**src/rtl/uart_pkg.sv**
```systemverilog
// rtl/uart_pkg.sv - shared FSM state types and bit-timing helpers for uart_alloc
//
// Purpose: one place for the RX/TX state encodings and the clocks-per-bit math
// so the top level and the transmitter agree on bit timing.
// Contents:
//   rx_state_t     receive FSM states
//   tx_state_t     transmit FSM states
//   clks_per_bit() CLK_HZ / BIT_RATE (integer division)
//   cnt_width()    width of a counter that spans 0 .. clks_per_bit-1
package uart_pkg;

    typedef enum logic [2:0] {
        RX_IDLE  = 3'd0,
        RX_ARMED = 3'd1,
        RX_START = 3'd2,
        RX_DATA  = 3'd3,
        RX_STOP  = 3'd4
    } rx_state_t;

    typedef enum logic [1:0] {
        TX_IDLE  = 2'd0,
        TX_START = 2'd1,
        TX_DATA  = 2'd2,
        TX_STOP  = 2'd3
    } tx_state_t;

    function automatic int clks_per_bit(input int clk_hz, input int bit_rate);
        return clk_hz / bit_rate;
    endfunction

    // $clog2(n) bits hold 0 .. n-1; keep at least one bit for degenerate rates.
    function automatic int cnt_width(input int cpb);
        return (cpb > 1) ? $clog2(cpb) : 1;
    endfunction

endpackage

```
**src/rtl/uart_tx.sv**
```systemverilog
// rtl/uart_tx.sv - 8N1 serial transmitter with valid/ready byte intake
//
// Purpose: serialises one byte per handshake as start(0), 8 data bits LSB
// first, stop(1); every bit is held for exactly CLKS_PER_BIT cycles.
// Ports:
//   clk    in   system clock
//   rst_n  in   asynchronous active-low reset
//   valid  out  transmitter idle and able to accept a byte
//   ready  in   client offers data for transmission
//   data   in   byte to transmit, latched on the handshake edge
//   line   out  serial TX line, idles high
module uart_tx
    import uart_pkg::*;
#(
    parameter int CLKS_PER_BIT = 10416,
    parameter int CNT_W        = 14
) (
    input  logic       clk,
    input  logic       rst_n,
    output logic       valid,
    input  logic       ready,
    input  logic [7:0] data,
    output logic       line
);

    localparam logic [CNT_W-1:0] CNT_LAST = CNT_W'(CLKS_PER_BIT - 1);

    tx_state_t        state, state_next;
    logic [CNT_W-1:0] cnt, cnt_next;
    logic [2:0]       bit_idx, bit_next;
    logic [7:0]       shreg, shreg_next;
    logic             line_q, line_next;
    logic             bit_done;

    assign bit_done = (cnt == CNT_LAST);
    assign valid    = (state == TX_IDLE);
    assign line     = line_q;

    always_ff @(posedge clk or negedge rst_n) begin
        if (!rst_n) begin
            state   <= TX_IDLE;
            cnt     <= '0;
            bit_idx <= '0;
            shreg   <= '0;
            line_q  <= 1'b1;
        end else begin
            state   <= state_next;
            cnt     <= cnt_next;
            bit_idx <= bit_next;
            shreg   <= shreg_next;
            line_q  <= line_next;
        end
    end

    // The line is registered so the start bit appears the cycle after the
    // handshake edge and each level change lines up with a bit boundary.
    always_comb begin
        state_next = state;
        cnt_next   = cnt;
        bit_next   = bit_idx;
        shreg_next = shreg;
        line_next  = line_q;
        case (state)
            TX_IDLE: begin
                cnt_next  = '0;
                line_next = 1'b1;
                if (ready) begin
                    state_next = TX_START;
                    shreg_next = data;
                    bit_next   = '0;
                    line_next  = 1'b0;
                end
            end
            TX_START: begin
                if (bit_done) begin
                    state_next = TX_DATA;
                    cnt_next   = '0;
                    line_next  = shreg[0];
                end else begin
                    cnt_next = cnt + 1'b1;
                end
            end
            TX_DATA: begin
                if (bit_done) begin
                    cnt_next = '0;
                    if (bit_idx == 3'd7) begin
                        state_next = TX_STOP;
                        line_next  = 1'b1;
                    end else begin
                        bit_next   = bit_idx + 3'd1;
                        shreg_next = {1'b0, shreg[7:1]};
                        line_next  = shreg[1];
                    end
                end else begin
                    cnt_next = cnt + 1'b1;
                end
            end
            TX_STOP: begin
                if (bit_done) begin
                    state_next = TX_IDLE;
                    cnt_next   = '0;
                end else begin
                    cnt_next = cnt + 1'b1;
                end
            end
            default: begin
                state_next = TX_IDLE;
                cnt_next   = '0;
                line_next  = 1'b1;
            end
        endcase
    end

endmodule

```
**src/rtl/uart_alloc.sv**
```systemverilog
// rtl/uart_alloc.sv - UART endpoint: armed 8N1 receiver, 8N1 transmitter, clock/reset forward
//
// Purpose: one instance gives a client block its clock, reset and a serial
// byte interface in each direction.
// Ports:
//   clk_i, aresetn_i     system clock, asynchronous active-low reset
//   clk_o, aresetn_o     combinational copies of clk_i / aresetn_i
//   s_valid_i, s_ready_o arm request / receiver idle
//   s_rx_data_i          serial RX line (idles high)
//   s_rx_data_o          last correctly framed received byte
//   m_valid_o, m_ready_i transmitter idle / client offers a byte
//   m_tx_data_i          byte to transmit
//   m_tx_data_o          serial TX line (idles high)
module uart_alloc
    import uart_pkg::*;
#(
    parameter int BIT_RATE = 9600,
    parameter int CLK_HZ   = 100_000_000
) (
    input  logic       clk_i,
    input  logic       aresetn_i,
    output logic       clk_o,
    output logic       aresetn_o,
    input  logic       s_valid_i,
    output logic       s_ready_o,
    input  logic       s_rx_data_i,
    output logic [7:0] s_rx_data_o,
    output logic       m_valid_o,
    input  logic       m_ready_i,
    output logic       m_tx_data_o,
    input  logic [7:0] m_tx_data_i
);

    localparam int CLKS_PER_BIT = clks_per_bit(CLK_HZ, BIT_RATE);
    localparam int CNT_W        = cnt_width(CLKS_PER_BIT);
    localparam logic [CNT_W-1:0] CNT_LAST  = CNT_W'(CLKS_PER_BIT - 1);
    localparam logic [CNT_W-1:0] HALF_LAST = CNT_W'(CLKS_PER_BIT / 2 - 1);

    assign clk_o     = clk_i;
    assign aresetn_o = aresetn_i;

    // Two-flop synchronizer; reset to the idle-high level so reset release
    // never looks like a start bit.
    logic [1:0] sync;
    logic       rx_s;

    always_ff @(posedge clk_i or negedge aresetn_i) begin
        if (!aresetn_i) begin
            sync <= 2'b11;
        end else begin
            sync <= {sync[0], s_rx_data_i};
        end
    end

    assign rx_s = sync[1];

    rx_state_t        state, state_next;
    logic [CNT_W-1:0] cnt, cnt_next;
    logic [2:0]       bit_idx, bit_next;
    logic [7:0]       shreg, shreg_next;
    logic [7:0]       data_q, data_next;
    logic             bit_done;

    assign bit_done    = (cnt == CNT_LAST);
    assign s_ready_o   = (state == RX_IDLE);
    assign s_rx_data_o = data_q;

    always_ff @(posedge clk_i or negedge aresetn_i) begin
        if (!aresetn_i) begin
            state   <= RX_IDLE;
            cnt     <= '0;
            bit_idx <= '0;
            shreg   <= '0;
            data_q  <= '0;
        end else begin
            state   <= state_next;
            cnt     <= cnt_next;
            bit_idx <= bit_next;
            shreg   <= shreg_next;
            data_q  <= data_next;
        end
    end

    // START waits half a bit so every later full-bit sample lands mid-bit.
    always_comb begin
        state_next = state;
        cnt_next   = cnt;
        bit_next   = bit_idx;
        shreg_next = shreg;
        data_next  = data_q;
        case (state)
            RX_IDLE: begin
                cnt_next = '0;
                if (s_valid_i) begin
                    state_next = RX_ARMED;
                end
            end
            RX_ARMED: begin
                cnt_next = '0;
                if (!rx_s) begin
                    state_next = RX_START;
                end
            end
            RX_START: begin
                if (cnt == HALF_LAST) begin
                    cnt_next = '0;
                    bit_next = '0;
                    // A line back high at mid start bit was a glitch: re-arm.
                    state_next = rx_s ? RX_ARMED : RX_DATA;
                end else begin
                    cnt_next = cnt + 1'b1;
                end
            end
            RX_DATA: begin
                if (bit_done) begin
                    cnt_next   = '0;
                    shreg_next = {rx_s, shreg[7:1]};
                    if (bit_idx == 3'd7) begin
                        state_next = RX_STOP;
                    end else begin
                        bit_next = bit_idx + 3'd1;
                    end
                end else begin
                    cnt_next = cnt + 1'b1;
                end
            end
            RX_STOP: begin
                if (bit_done) begin
                    cnt_next   = '0;
                    state_next = RX_IDLE;
                    // A low stop bit is a framing error; the byte is dropped.
                    if (rx_s) begin
                        data_next = shreg;
                    end
                end else begin
                    cnt_next = cnt + 1'b1;
                end
            end
            default: begin
                state_next = RX_IDLE;
                cnt_next   = '0;
            end
        endcase
    end

    uart_tx #(
        .CLKS_PER_BIT (CLKS_PER_BIT),
        .CNT_W        (CNT_W)
    ) u_tx (
        .clk   (clk_i),
        .rst_n (aresetn_i),
        .valid (m_valid_o),
        .ready (m_ready_i),
        .data  (m_tx_data_i),
        .line  (m_tx_data_o)
    );

endmodule

```
**config.mk**
```make
export PLATFORM = sky130hd
export DESIGN_NAME = uart_alloc
export DESIGN_NICKNAME = d
export VERILOG_FILES = /design/src/rtl/uart_pkg.sv /design/src/rtl/uart_tx.sv /design/src/rtl/uart_alloc.sv
export SDC_FILE = /design/constraint.sdc
export NUM_CORES = 1
export LEC_CHECK = 0
export ABC_AREA = 1
export BUFFER_PORTS_ARGS = -buffer_cell sky130_fd_sc_hd__clkbuf_2
export CAP_MARGIN = 20
export CORE_MARGIN = 2
export CORE_UTILIZATION = 54
export DETAILED_ROUTE_END_ITERATION = 8
export MAX_ROUTING_LAYER = met4
export PLACE_DENSITY_LB_ADDON = 0.25
export SLEW_MARGIN = 30
export SYNTH_ARGS = -nofsm -noshare
export SYNTH_HDL_FRONTEND = slang
export SYNTH_SLANG_ARGS = --single-unit
```
**constraint.sdc**
```tcl
create_clock -name clk_i -period 1.4 [get_ports clk_i]
set_input_delay 0.28 -clock clk_i [delete_from_list [all_inputs] [get_ports clk_i]]
set_output_delay 0.28 -clock clk_i [all_outputs]
set_load 0.05 [all_outputs]
```
==> flow_summary.toml, run 1 <==
[layout]
nNetsFinal = 596
antenna_cells = 0
syn_to_final_growth_pct = 47.0
register_area_um2 = 1660
nFillCells = 330
layout-drive-gt1-share_pct = 45.3
final_util_pct = 82.9
multi_input_area_um2 = 2200
final_area_um2 = 5320

[synth]
netlist_area_um2 = 3620
synth_area_leaders = "dfrtp_1, nand2_1, inv_1, nor2_1, ha_1"
ys.flop_type = "dfrtp_1"
ys_seq_area_share_pct = 45.7
syn_nets = 482
yosysWarnings = 0
ys_top_cells_by_count = "nand2_1, dfrtp_1, inv_1, nor2_1, nand3_1"
synth-edff-count = 0
syn_avg_cell_area_um2 = 7.92
synthArstFlopShare_pct = 100
synth_area_leader_cell = "dfrtp_1"
synth.most_common_cell = "nand2_1"
netlist_instances = 457
synthDistinctLibCells = 33
synth_top_area_share_pct = 43.6
ys_ff_latch = 66

[clock_tree]
cts_root_buf = "clkbuf_8"
cts_tree = "yes"
clkTransAtPathRegs_ps = 80
cts.path.max_buffers = 2
insertion_delay_ps = 370
cts_buffers = 9
htreeDepth = 3

[power]
ir_drop_uv = 1250
power_density_nw_per_um2 = 1410
power.leakage_nw = 2.50
total_power_mw = 7.48

[sta]
relSlewSlack_pct = 76.2
setup_viol = 56
min_period_over_period_pct = 122
worst_slew_pin_slew_ps = 357
max_freq_mhz = 585
worst_slack_ps = -310
skew_ps = 115
drv_slew = 0
period_minus_slack_ps = 1710
tns_ps = -6130
rsz0062_at_grt = "yes"
timing.hold.ws_ps = 238
hold_viol = 0

[worst_setup_path]
startpoint = "cnt[0]"
worstPathMaxFanout = 8
crit_type = "reg2reg"
required_ps = 1620
crit_path_end_kind = "flop"
r2r-start = "cnt[0]"
cp.arrival_ps = 1930
cp-start-kind = "flop"
r2r_setup_slack_ps = -310

[detailed_routing]
vias = 3759
drt_iter0_drc = 310
routed_wl_um = 11500
ant_nets = 0
first_pass_iters = 7
wl_per_cell_um = 17.6
drcViolationCount = 1
routed_via_density = 5.76

[floorplan]
pin_count = 26
dieWidth_um = 85.9
rows = 29
core_um2 = 6420
initial_utilization_pct = 56.4
fp.dieArea_um2 = 7370
die_y_um = 85.9

[global_route]
grt_pass1_vias = 3479
grt_usage_pct = 26.8
antenna_found_initial = 0
grt_pass1_wl_um = 15400
grt_max_degree = 67
grt.overflow.total = 0

[placed_design]
hpwlAfterDp_um = 5580
io_buffers = 25
placed_area_um2 = 4250
gp_congestion = 0.915

[min_path]
worstHoldStart = "m_tx_data_i[7]"
hold_class = "in2reg"

[run_status]
violations = "DRC, setup timing"
status = "finished, violations left"

[job]
maxCapViolations = 0
## layer usage
metal / up-vias / GRT usage [%] / wire length [µm]
met5: - / - / 0
met4: 0 / 11.1 / 536
met3: 72 / 3.95 / 667
met2: 215 / 43.8 / 5880
met1: 1768 / 33.4 / 4410
li1: 1704 / - / -
## cell type report
| cell class | count | share of cell area, % |
|---|---|---|
| Timing Repair Buffer | 104 | 15.6 |
| Inverter | 58 | 4.18 |
| Multi-Input combinational cell | 327 | 41.3 |
| Clock inverter | 7 | 1.88 |
| Sequential cell | 66 | 31.1 |
| Clock buffer | 14 | 4.02 |
| Tap cell | 77 | 1.81 |
## logic make-up (layout without fill, tap and decap cells)
logic type | after synthesis | count (layout) | synth area share [%]
AO/OA/AOI/OAI | 37 | 37 | 7.09
flip-flops | 66 | 66 | 45.7
XOR/XNOR | 10 | 10 | 2.42
AND/OR/NAND/NOR | 265 | 268 | 32.5
buffers and inverters | 67 | 183 | 8.12
adder cells (fa/ha/maj) | 12 | 12 | 4.15
## cell usage in the layout (no fill, tap or decap), drive strengths merged
cell	n
nand2	139
buf	82
dfrtp	63
inv	59
nor2	54
clkbuf	34
nand3	33
nand4	24
o21ai	18
a21oi	14
nor3	14
ha	12
xor2	8
clkinv	3
dfstp	3
xnor2	2
o21a	2
bufinv	2
dlygate4sd3	2
nor4	2
nand3b	1
a31oi	1
or2	1
a21boi	1
a211oi	1
clkinvlp	1
## timing repair
item / in CTS / in global routing
gates cloned: 4 / 2
pin swaps: 13 / 34
gates resized for setup: 57 / 92
hold buffers: 1 / 1
setup endpoints to repair: 50 / 63
hold endpoints to repair: 3 / 1
setup buffers: 15 / 9
## flip-flops by register name, indices dropped and copies added, names as in the netlist
signal,count
s_rx_data_o,8
cnt,14
sync,2
u_tx.shreg,8
u_tx.state,2
shreg,8
state,3
u_tx.line,1
bit_idx,3
u_tx.cnt,14
u_tx.bit_idx,3
## path summary, 6_finish.rpt
check                                 end  cells after the start
hold reg to reg                   sync[1]                      0
hold / removal              u_tx.shreg[7]                      3
setup reg to reg                 state[2]                      9
setup / recovery                 state[2]                      9
max in group asynchronous     u_tx.cnt[4]                      3
min in group asynchronous  s_rx_data_o[1]                      3
## report_power, final
part | leakage [nW] | switching, mW | total, mW | internal [mW]
sequential | 0.869 | 0.190 | 2.34 | 2.15
combinational | 1.48 | 1.54 | 2.66 | 1.12
clock | 0.157 | 1.01 | 2.48 | 1.46
total | 2.50 | 2.75 | 7.48 | 4.74
## critical path, stage by stage, from the launching register on
cell and delay (ps):
dfrtp_1 470, buf_6 150, ha_4 130, nand3_2 70
nor2_2 150, nand2_2 110, nand2_4 150, buf_8 150
nand4_1 130, nand2_1 110
## through the flow
stage / worst slack (ps) / instances
5_1_grt: -357 / 653
3_3_place_gp: -68.5 / 606
2_1_floorplan: -10.5 / 457
6_report: -310 / 653
4_1_cts: -113 / 642
3_5_place_dp: -121 / 606
Note: power is estimated with default switching activity, not from simulation.
==> run 2: changes to the inputs <==
==> constraint.sdc (replaced) <==
create_clock -name clk_i -period 1.5 [get_ports clk_i]
set_input_delay 0.3 -clock clk_i [delete_from_list [all_inputs] [get_ports clk_i]]
set_output_delay 0.3 -clock clk_i [all_outputs]
set_load 0.05 [all_outputs]
==> flow_summary.toml, run 2 (same netlist as run 1, synthesis figures left out) <==
[floorplan]
rows = 29
initial_utilization_pct = 56.4
fp.dieArea_um2 = 7370
die_y_um = 85.9
pin_count = 26
dieWidth_um = 85.9
core_um2 = 6420

[layout]
most-common-layout-cells = "nand2_1, dfrtp_1, buf_4"
register_area_um2 = 1660
syn_to_final_growth_pct = 34.5
reg.largest.list = "cnt (14), u_tx.cnt (14)"
layout-drive-gt1-share_pct = 35.2
multi_input_area_um2 = 1920
antenna_cells = 0
nFillCells = 453
mostFrequentLayoutCell = "nand2_1"
nNetsFinal = 579

[global_route]
grt_pass1_vias = 3184
antenna_found_initial = 0
grt.overflow.total = 0
grt_pass1_wl_um = 14300
grt_usage_pct = 25.1
met1_usage_pct = 33.5
met3_usage_pct = 5.68
met2_usage_pct = 37.4
grt-busiest-layer = "met2"
grt_max_degree = 67

[power]
power_frac_clock_pct = 29.8
power_frac_comb_pct = 36.4
p_seq_share_pct = 33.8
total_power_mw = 6.38
ir_drop_uv = 1230
intPower_mw = 4.05
power.switching_mw = 2.33
p_sw_share_pct = 36.5
power.leakage_nw = 2.37
power_density_nw_per_um2 = 1310

[sta]
hold_viol = 0
worst_slew_pin_slew_ps = 349
relSlewSlack_pct = 76.7
rsz0062_at_grt = "yes"
timing.hold.ws_ps = 232
tns_ps = -15.1
drv_slew = 0
setup_viol = 1
worst_slack_ps = -15.1
skew_ps = 144

[placed_design]
io_buffers = 25
hpwlAfterDp_um = 5480
gp_congestion = 0.907
pre_cts_ws_ps = -1.26

[detailed_routing]
first_pass_iters = 4
drcViolationCount = 0
routed_wl_um = 8820
drt_iter0_drc = 201
vias = 3364
routed_via_density = 5.29
wl_per_cell_um = 13.9
ant_nets = 0

[worst_setup_path]
r2r-start = "cnt[1]"
crit_path_max_incr_delay_ps = 160
cp.arrival_ps = 1220
r2r_end = "bit_idx[1]"
cp-endpoint = "clk_o"
crit_path_top_delay_cell = "clkbuf_16"
cp-start-kind = "clock port"
startpoint = "clk_i"
reg2regPathDepth = 9
worstPathMaxFanout = 8
crit_path_end_kind = "output pin"
required_ps = 1200
crit_path_frequent_cell = "clkbuf_16"
r2r_setup_slack_ps = 20
crit_type = "clk2out"
path_cells = "clkbuf_16, clkbuf_16, clkbuf_16"

[run_status]
violations = "setup timing"
status = "finished, violations left"

[clock_tree]
cts.path.max_buffers = 2
cts_buffers = 9
htreeDepth = 3
insertion_delay_ps = 430
clkTransAtPathRegs_ps = 70
cts_root_buf = "clkbuf_8"
cts_tree = "yes"

[job]
maxCapViolations = 0

[min_path]
hold_class = "in2reg"
==> run 2: changes by cell type in the layout (fill, tap and decap cells not counted), moves of 7 or more <==
cell	change
nand2_1	+14
a21oi_2	-10
buf_4	-7
buf_6	-7
nand2_2	-12
a21oi_1	+10
==> run 2: how the worst min path moves through the flow <==
stage,start,endpoint,slack (ps),cells after the start
6_report,m_tx_data_i[7],u_tx.shreg[7],230,3
5_1_grt,m_tx_data_i[7],u_tx.shreg[7],240,3
4_1_cts,m_tx_data_i[7],u_tx.shreg[7],220,3
3_5_place_dp,sync[0],sync[1],350,0
3_3_place_gp,sync[0],sync[1],350,0
2_1_floorplan,aresetn_i,bit_idx[0],4,0
==> run 2: cell type report <==
class | instances | area share [%]
Clock buffer | 13 | 4.47
Tap cell | 77 | 1.98
Timing Repair Buffer | 92 | 14.7
Inverter | 58 | 4.57
Sequential cell | 66 | 34.0
Multi-Input combinational cell | 325 | 39.5
Clock inverter | 5 | 0.694
==> run 2: critical path, delay by kind of cell <==
family,cells,cell delay (ps)
buffers and inverters,3,460
==> run 2: timing repair <==
action,CTS,global route
setup buffers,7,11
pin swaps,3,17
hold buffers,2,0
endpoints found under the setup margin,6,53
cloned,0,2
resized for setup,17,67
endpoints found under the hold margin,9,0
==> run 2: layer usage <==
| layer | routed length (µm) | share of wire (%) | up-vias |
|---|---|---|---|
| li1 | - | - | 1668 |
| met2 | 4390 | 50 | 96 |
| met5 | 0 | 0 | - |
| met1 | 3930 | 45 | 1589 |
| met4 | 126 | 1.4 | 0 |
| met3 | 380 | 4.3 | 11 |
==> run 2: power by group through the flow <==
stage | clock (mW) | combinational, mW | sequential (mW)
after floorplan | 0.144 | 1.10 | 2.20
after global placement | 0.126 | 1.73 | 2.16
after detailed placement | 0.126 | 1.78 | 2.16
after CTS | 1.93 | 1.94 | 2.13
after global routing | 2.00 | 2.57 | 2.19
final | 1.90 | 2.32 | 2.16
==> run 2: through the flow <==
step           cells  utilization (%)  area, µm²
2_1_floorplan    457                -       3650
3_3_place_gp     600             65.3       4190
3_5_place_dp     600             65.3       4190
4_1_cts          623             70.6       4530
5_1_grt          636             75.8       4870
6_report         636             75.8       4870
==> run 3: changes to the inputs <==
--- a/config.mk
+++ b/config.mk
@@ -7,9 +7,8 @@
 export LEC_CHECK = 0
 export ABC_AREA = 1
 export BUFFER_PORTS_ARGS = -buffer_cell sky130_fd_sc_hd__clkbuf_2
-export CAP_MARGIN = 20
 export CORE_MARGIN = 2
-export CORE_UTILIZATION = 54
+export CORE_UTILIZATION = 60
 export DETAILED_ROUTE_END_ITERATION = 8
 export MAX_ROUTING_LAYER = met4
 export PLACE_DENSITY_LB_ADDON = 0.25
==> constraint.sdc (replaced) <==
create_clock -name clk_i -period 1.6 [get_ports clk_i]
set_input_delay 0.32 -clock clk_i [delete_from_list [all_inputs] [get_ports clk_i]]
set_output_delay 0.32 -clock clk_i [all_outputs]
set_load 0.05 [all_outputs]
==> flow_summary.toml, run 3 (same netlist as run 1, synthesis figures left out) <==
[run_status]
status = "completed"

[power]
power.leakage_nw = 2.14
power_density_nw_per_um2 = 1240
total_power_mw = 5.43
ir_drop_uv = 1290

[clock_tree]
cts.path.max_buffers = 2
htreeDepth = 3
cts_tree = "yes"
clkTransAtPathRegs_ps = 80
insertion_delay_ps = 420
cts_buffers = 9
cts_root_buf = "clkbuf_8"

[worst_setup_path]
cp.arrival_ps = 1270
required_ps = 1280
cp-start-kind = "clock port"
crit_path_max_incr_delay_ps = 160
crit_path_top_delay_cell = "clkbuf_16"
crit_path_frequent_cell = "clkbuf_16"
crit_path_end_kind = "output pin"
worstPathMaxFanout = 8
r2r-start = "cnt[1]"
r2r_end = "state[0]"
reg2regPathDepth = 8
path_cells = "clkbuf_16, clkbuf_16, clkbuf_16"
crit_type = "clk2out"
r2r_setup_slack_ps = 80

[sta]
rsz0062_at_grt = "yes"
worst_slew_pin_slew_ps = 400
drv_slew = 0
worst_slack_ps = 6.70
skew_ps = 126
setup_viol = 0
relSlewSlack_pct = 73.1
hold_viol = 0

[placed_design]
placed_area_um2 = 3920
hpwlAfterDp_um = 5190
pre_cts_ws_ps = -33.5
gp_congestion = 0.910
io_buffers = 25

[detailed_routing]
drcViolationCount = 0
vias = 3162
routed_wl_um = 7870
drt_iter0_drc = 160
wl_per_cell_um = 13.2
first_pass_iters = 4
routed_via_density = 5.31
ant_nets = 0

[min_path]
hold_path_end = "u_tx.shreg[7]"
holdPathStages = 3
worstHoldStart = "m_tx_data_i[7]"
hold_class = "in2reg"

[layout]
most-common-layout-cells = "nand2_1, dfrtp_1, inv_1"
nNetsFinal = 541
antenna_cells = 0
mostFrequentLayoutCell = "nand2_1"
layout-drive-gt1-share_pct = 23.8
reg.largest.list = "cnt (14), u_tx.cnt (14)"
nFillCells = 412
syn_to_final_growth_pct = 20.5
final_area_um2 = 4360

[job]
maxCapViolations = 0

[global_route]
grt_usage_pct = 25.7
antenna_found_initial = 0
grt.overflow.total = 0
grt_pass1_wl_um = 12600
grt_max_degree = 67
grt_pass1_vias = 2878

[floorplan]
dieWidth_um = 81.7
initial_utilization_pct = 61.5
pin_count = 26
core_um2 = 5890
die_y_um = 81.7
fp.dieArea_um2 = 6670
rows = 28
-- run 3: worst max-delay path, delay by kind of cell --
| kind | cells | cell delay (ps) |
|---|---|---|
| buffers and inverters | 3 | 460 |
-- run 3: per-stage QoR --
stage / setup TNS [ps] / hold WS, ps / utilization, % / cells
after floorplan: 0 / 24.4 / - / 457
after global placement: 0 / 346 / 66.5 / 566
after detailed placement: -134 / 351 / 66.5 / 566
after CTS: -21.3 / 2.02 / 71.7 / 588
after global routing: -48.5 / 250 / 74.1 / 596
final: 0 / 235 / 74.1 / 596
-- run 3: area by class of cell --
cell class                      count  area (µm²)  share of cell area [%]
Multi-Input combinational cell    325        1780                    40.7
Sequential cell                    66        1660                    38.0
Timing Repair Buffer               53         377                    8.63
Inverter                           58         220                    5.05
Clock buffer                       12         186                    4.27
Tap cell                           75        93.8                    2.15
Clock inverter                      7        48.8                    1.12
-- run 3: worst max path at each step --
stage | to | slack, ps | depth (start not counted) | startpoint
after detailed placement | shreg[6] | -30 | 8 | cnt[0]
after floorplan | u_tx.bit_idx[0] | 3 | 9 | u_tx.state[0]
after global routing | u_tx.shreg[6] | -20 | 9 | u_tx.cnt[1]
final | clk_o | 7 | 3 | clk_i
after CTS | state[0] | -20 | 8 | cnt[0]
after global placement | s_rx_data_o[7] | 90 | 8 | cnt[0]
-- run 3: routing by layer --
| metal | share of wire (%) | up-vias | track usage, % |
|---|---|---|---|
| met3 | 3.8 | 16 | 4.95 |
| met4 | 2.3 | 0 | 12.5 |
| li1 | - | 1587 | - |
| met1 | 45 | 1485 | 31.8 |
| met5 | 0 | - | - |
| met2 | 49 | 74 | 40.7 |
-- run 3: power by group --
part | switching, mW | total, mW | internal (mW)
registers | 0.132 | 2.02 | 1.88
clock network | 0.877 | 1.73 | 0.856
logic | 0.999 | 1.68 | 0.681
total | 2.01 | 5.43 | 3.42
-- run 3: repair_timing --
action / in CTS / in global routing
endpoints found under the setup margin: 17 / 47
buffers inserted: 5 / 6
cloned: 0 / 1
hold buffers: 1 / 1
pin swaps: 0 / 3
resized for setup: 14 / 22
endpoints found under the hold margin: 8 / 1
